--- src/rtl/fp_norm_pack_seq.sv ---
// Post-add normalise and pack stage for the single-precision FPU.
// One shift per clock, truncating, one operation in flight.
module fp_norm_pack_seq #(
  parameter int MANT_W = 24,
  parameter int EXP_W  = 8
) (
  input  logic                     clk,
  input  logic                     rst_n,
  input  logic                     in_valid,
  output logic                     in_ready,
  input  logic                     sign_in,
  input  logic [EXP_W-1:0]         exp_in,
  input  logic [MANT_W-1:0]        mant_in,
  input  logic                     cout_in,
  output logic                     out_valid,
  input  logic                     out_ready,
  output logic [EXP_W+MANT_W-1:0]  result,
  output logic                     zero,
  output logic                     overflow,
  output logic                     underflow
);

  localparam int RES_W = EXP_W + MANT_W;
  localparam int FRC_W = MANT_W - 1;

  localparam logic [EXP_W-1:0] EXP_MAX = '1;
  localparam logic [EXP_W-1:0] EXP_ONE =
    {{(EXP_W-1){1'b0}}, 1'b1};

  typedef enum logic [1:0] {
    IDLE,
    NORM,
    DONE
  } state_t;

  state_t              state_q, state_d;
  logic                sign_q, sign_d;
  logic [EXP_W-1:0]    exp_q, exp_d;
  logic [MANT_W-1:0]   mant_q, mant_d;
  logic                carry_q, carry_d;
  logic                vld_q, vld_d;
  logic [RES_W-1:0]    res_q, res_d;
  logic                zero_q, zero_d;
  logic                ovf_q, ovf_d;
  logic                udf_q, udf_d;
  logic [EXP_W-1:0]    exp_inc;
  logic [EXP_W-1:0]    exp_dec;

  assign exp_inc = exp_q + EXP_ONE;
  assign exp_dec = exp_q - EXP_ONE;

  always_comb begin
    state_d = state_q;
    sign_d  = sign_q;
    exp_d   = exp_q;
    mant_d  = mant_q;
    carry_d = carry_q;
    vld_d   = vld_q;
    res_d   = res_q;
    zero_d  = zero_q;
    ovf_d   = ovf_q;
    udf_d   = udf_q;
    case (state_q)
      IDLE: begin
        if (in_valid) begin
          sign_d  = sign_in;
          exp_d   = exp_in;
          mant_d  = mant_in;
          carry_d = cout_in;
          state_d = NORM;
        end
      end
      NORM: begin
        if (carry_q) begin
          mant_d  = {1'b1, mant_q[MANT_W-1:1]};
          exp_d   = exp_inc;
          carry_d = 1'b0;
          if (exp_inc == EXP_MAX) begin
            mant_d  = '0;
            ovf_d   = 1'b1;
            vld_d   = 1'b1;
            res_d   = {sign_q, EXP_MAX,
                       {FRC_W{1'b0}}};
            state_d = DONE;
          end
        end else if (mant_q == '0) begin
          zero_d  = 1'b1;
          vld_d   = 1'b1;
          res_d   = '0;
          state_d = DONE;
        end else if (mant_q[MANT_W-1]) begin
          vld_d   = 1'b1;
          res_d   = {sign_q, exp_q,
                     mant_q[FRC_W-1:0]};
          state_d = DONE;
        end else if (exp_q == EXP_ONE) begin
          udf_d   = 1'b1;
          vld_d   = 1'b1;
          res_d   = {sign_q, {EXP_W{1'b0}},
                     mant_q[FRC_W-1:0]};
          state_d = DONE;
        end else begin
          mant_d = {mant_q[MANT_W-2:0], 1'b0};
          exp_d  = exp_dec;
        end
      end
      DONE: begin
        if (out_ready) begin
          vld_d   = 1'b0;
          zero_d  = 1'b0;
          ovf_d   = 1'b0;
          udf_d   = 1'b0;
          state_d = IDLE;
        end
      end
      default: state_d = IDLE;
    endcase
  end

  always_ff @(posedge clk or negedge rst_n) begin
    if (!rst_n) begin
      state_q <= IDLE;
      sign_q  <= 1'b0;
      exp_q   <= '0;
      mant_q  <= '0;
      carry_q <= 1'b0;
      vld_q   <= 1'b0;
      res_q   <= '0;
      zero_q  <= 1'b0;
      ovf_q   <= 1'b0;
      udf_q   <= 1'b0;
    end else begin
      state_q <= state_d;
      sign_q  <= sign_d;
      exp_q   <= exp_d;
      mant_q  <= mant_d;
      carry_q <= carry_d;
      vld_q   <= vld_d;
      res_q   <= res_d;
      zero_q  <= zero_d;
      ovf_q   <= ovf_d;
      udf_q   <= udf_d;
    end
  end

  assign in_ready  = rst_n && (state_q == IDLE);
  assign out_valid = vld_q;
  assign result    = res_q;
  assign zero      = zero_q;
  assign overflow  = ovf_q;
  assign underflow = udf_q;

endmodule

--- config.mk ---
export PLATFORM = sky130hd
export DESIGN_NAME = fp_norm_pack_seq
export DESIGN_NICKNAME = d
export VERILOG_FILES = /design/src/rtl/fp_norm_pack_seq.sv
export SDC_FILE = /design/constraint.sdc
export NUM_CORES = 1
export LEC_CHECK = 0
export ABC_AREA = 1
export BUFFER_PORTS_ARGS = -buffer_cell sky130_fd_sc_hd__buf_2
export CORE_ASPECT_RATIO = 1.5
export CORE_MARGIN = 2
export CORE_UTILIZATION = 40
export CTS_CLUSTER_DIAMETER = 30
export CTS_CLUSTER_SIZE = 30
export DETAILED_ROUTE_END_ITERATION = 6
export GPL_TIMING_DRIVEN = 0
export PLACE_DENSITY = 0.64
export SLEW_MARGIN = 25
export SYNTH_ARGS = -nofsm -noshare
export SYNTH_HDL_FRONTEND = slang
export SYNTH_SLANG_ARGS = --single-unit
--- constraint.sdc ---
create_clock -name clk -period 6.2 [get_ports clk]
set_clock_uncertainty 0.2 [all_clocks]
set_input_delay 0.93 -clock clk [delete_from_list [all_inputs] [get_ports clk]]
set_output_delay 0.93 -clock clk [all_outputs]
set_load 0.05 [all_outputs]
==> flow_metrics.py <==
metrics = {
    "outcome": {
        "outcome": "finished clean",
    },
    "sta": {
        "rsz0062_at_grt": "false",
        "finalCritPeriodShare_pct": 48.8,
        "fin_crit_ns": 3.03,
        "max_freq_mhz": 330,
        "drv_slew": 0,
        "setup_viol_count_final": 0,
        "fin_setup_tns_ns": 0,
        "final.setup.worst_slack_ns": 3.17,
        "slew-limit-headroom_pct": 58.9,
        "tightest_slew_ns": 0.617,
        "hold_viol": 0,
    },
    "global_routing": {
        "antenna_found_initial": 0,
        "track_usage_pct": 22.8,
        "first_global_vias": 4127,
        "grt_max_degree": 43,
        "grt_pass1_wl_mm": 19.9,
        "grt.overflow.total": 0,
    },
    "yosys": {
        "netlist.area_leader.share_pct": 43.0,
        "synth_area_per_cell_sq_um": 7.19,
        "synth.mux.area_fraction_pct": 0.269,
        "synth.largest_area_cell": "dfrtp_1",
        "yosysSeqAreaShare_pct": 43.0,
        "syn_inst": 582,
        "syn_nets": 624,
        "synth_top_family_by_area": "simple AND/OR/NAND/NOR gates",
        "yosysWarnings": 0,
        "synth_compound_area_share_pct": 14.1,
        "ys_types": 31,
        "synth-simple-area-share_pct": 33.4,
        "synth-xor-area-share_pct": 0.418,
        "yosys-top-cells-area": "dfrtp_1, nand2_1, nor2_1, o21ai_2, nand3_1",
        "ys_ff_latch": 72,
        "syn_area_sq_um": 4190,
        "synth_adder_area_share_pct": 1.20,
    },
    "clock_tree": {
        "cts_sinks": 72,
        "cts_buffers": 9,
        "post_cts_buffers": 0,
        "cts-resized-gates": 0,
        "path_clk_slew_ns": 0.05,
        "cts_max_path_buffers": 2,
        "cts_hold_buf": 0,
        "htreeDepth": 3,
        "insertion_delay_ns": 0.34,
        "tritoncts": "yes",
        "root_buffer": "clkbuf_16",
    },
    "critical_path": {
        "crit_arrival_ns": 1.90,
        "reg2reg_to": "result[21]$_DFFE_PN0P_",
        "crit_family": "buffers and inverters",
        "required_ns": 5.07,
        "path_cells": "buf_4, nor3b_1, buf_2",
        "crit_slowest_cell": "buf_4",
        "critPathKind": "input pin to output port",
        "r2r_start": "exp_q[0]$_DFFE_PN0P_",
        "ff2ff_setup_slack_ns": 3.77,
        "slowest_delay_ns": 0.38,
        "critPathMaxFanout": 32,
        "worst_setup_path_end_kind": "output port",
        "crit_buf_inv": 2,
        "critPathLaunchType": "input pin",
        "worst_r2r_path_depth": 12,
    },
    "cells_and_area": {
        "layout_common_cells": "nand2_1, buf_2, nor2_1, dfrtp_1, nand3_1",
        "drive_above_1_share_pct": 21.6,
        "n_antenna_cell": 0,
        "syn_to_final_growth_pct": 19.0,
        "nFillCells": 1041,
        "nets": 710,
        "layout_commonest_cell": "nand2_1",
    },
    "floorplanning": {
        "num_rows": 45,
        "coreArea_sq_um": 10100,
        "io_pins": 75,
        "die_y_um": 129,
        "start_util_pct": 41.3,
        "die_w_um": 87.5,
        "dieArea_sq_um": 11300,
    },
    "detailed_routing": {
        "met3WireLength_um": 545,
        "ant_nets": 0,
        "vias": 4150,
        "top_layer_used": "met4",
        "met1_length_mm": 4.97,
        "via_per_inst": 5.26,
        "wl_met2_mm": 6.12,
        "wl_per_cell_um": 15.4,
        "wl_mm": 12.1,
        "first_pass_iters": 5,
        "drc": 0,
        "drt_iter0_drc": 266,
    },
    "placed_design": {
        "io_buffers": 74,
        "gp_congestion": 0.911,
        "hpwlAfterDp_mm": 8.72,
        "place_worst_setup_slack_ns": 3.14,
    },
    "power_and_ir_drop": {
        "seqPwrFrac_pct": 27.2,
        "p_switching_mw": 1.71,
        "peakVddDrop_uv": 254,
        "switching_share_pct": 52.9,
        "clkPwrFrac_pct": 14.3,
        "internal-power_mw": 1.52,
        "p_comb_share_pct": 58.5,
        "cellLeakagePower_nw": 2.56,
        "pwr_density_cell_nw_per_um2": 647,
    },
    "min_path": {
        "holdPathStages": 2,
        "hold_path.class": "register to register",
        "min-delay-start": "result[12]$_DFFE_PN0P_",
        "holdPathEnd": "result[12]$_DFFE_PN0P_",
    },
    "job": {
        "maxCapViolCount": 0,
    },
}
[metrics by stage]
step	hold WS, ns	instance area [sq um]	total power, mW	instances	utilization [%]
finish	0.272	4980	3.23	789	49.2
floorplan	0.273	4190	2.28	582	-
CTS	0.275	4980	3.24	789	49.2
global placement	0.253	4700	2.73	773	46.4
global route	0.300	4980	3.50	789	49.2
detailed placement	0.261	4730	2.77	774	46.7
[cells by family (layout without fill, tap and decap cells)]
family | count (synthesis) | in the layout
compound gates | 90 | 90
simple gates | 348 | 348
mux | 1 | 1
fa+ha+maj | 4 | 4
flops | 72 | 72
xor+xnor | 2 | 2
buf+inv | 65 | 155
[state kept, by name (all words and copies together), names as in the netlist]
name	cells
result	32
mant_q	24
exp_q	8
state_q	2
carry_q	1
out_valid	1
overflow	1
sign_q	1
underflow	1
zero	1
[worst max path at each step]
stage | end | startpoint | cells after the start
after CTS | in_ready | rst_n | 3
after floorplan | in_ready | rst_n | 1
after global placement | in_ready | rst_n | 3
after detailed placement | in_ready | rst_n | 3
final | in_ready | rst_n | 3
after global routing | in_ready | rst_n | 3
[power by group through the flow]
| stage | registers, mW | clock network, mW | logic [mW] |
|---|---|---|---|
| detailed placement | 0.882 | 0 | 1.89 |
| floorplan | 1.15 | 0 | 1.13 |
| global placement | 0.874 | 0 | 1.86 |
| global route | 0.907 | 0.483 | 2.11 |
| CTS | 0.876 | 0.463 | 1.90 |
| finish | 0.878 | 0.461 | 1.89 |
[cell usage after synthesis]
cell	instances
buf_1	3
inv_1	23
a21oi_1	14
o21ai_2	25
buf_6	6
nand3_1	43
inv_2	6
nor2_1	78
o21ba_2	1
a31oi_1	20
nor3b_1	1
clkbuf_1	13
nor2_4	1
nor3_1	1
xnor2_1	1
nand4_1	3
o21ai_0	8
nand3_2	1
xor2_1	1
nor2_2	1
ha_1	4
a22oi_1	1
nand2_2	4
dfrtp_1	72
nand2_1	215
buf_2	10
o21ai_1	16
o211ai_1	4
buf_4	4
mux2_2	1
o221ai_1	1
[worst min-delay path, cell delays in order (launching register included)]
cell     delay (ns)
dfrtp_1        0.34
nand2_1        0.05
nand2_1        0.05
[final cells by class]
cell class | instances | area (sq um) | area share [%]
well taps | 117 | 146 | 2.94
inverters | 29 | 109 | 2.18
clock inverters | 1 | 5.00 | 0.100
repair buffers | 75 | 400 | 8.04
multi-input cells | 445 | 2070 | 41.5
clock buffers | 14 | 244 | 4.90
flip-flops and latches | 72 | 1800 | 36.2
plain buffers | 36 | 208 | 4.17
[metal layers]
metal / vias to the layer above / global-route usage, %
met4: 0 / 12.7
met5: - / 0
met2: 139 / 38.8
met3: 35 / 4.14
li1: 2052 / -
met1: 1924 / 26.7
Note: power is estimated with default switching activity, not from simulation.
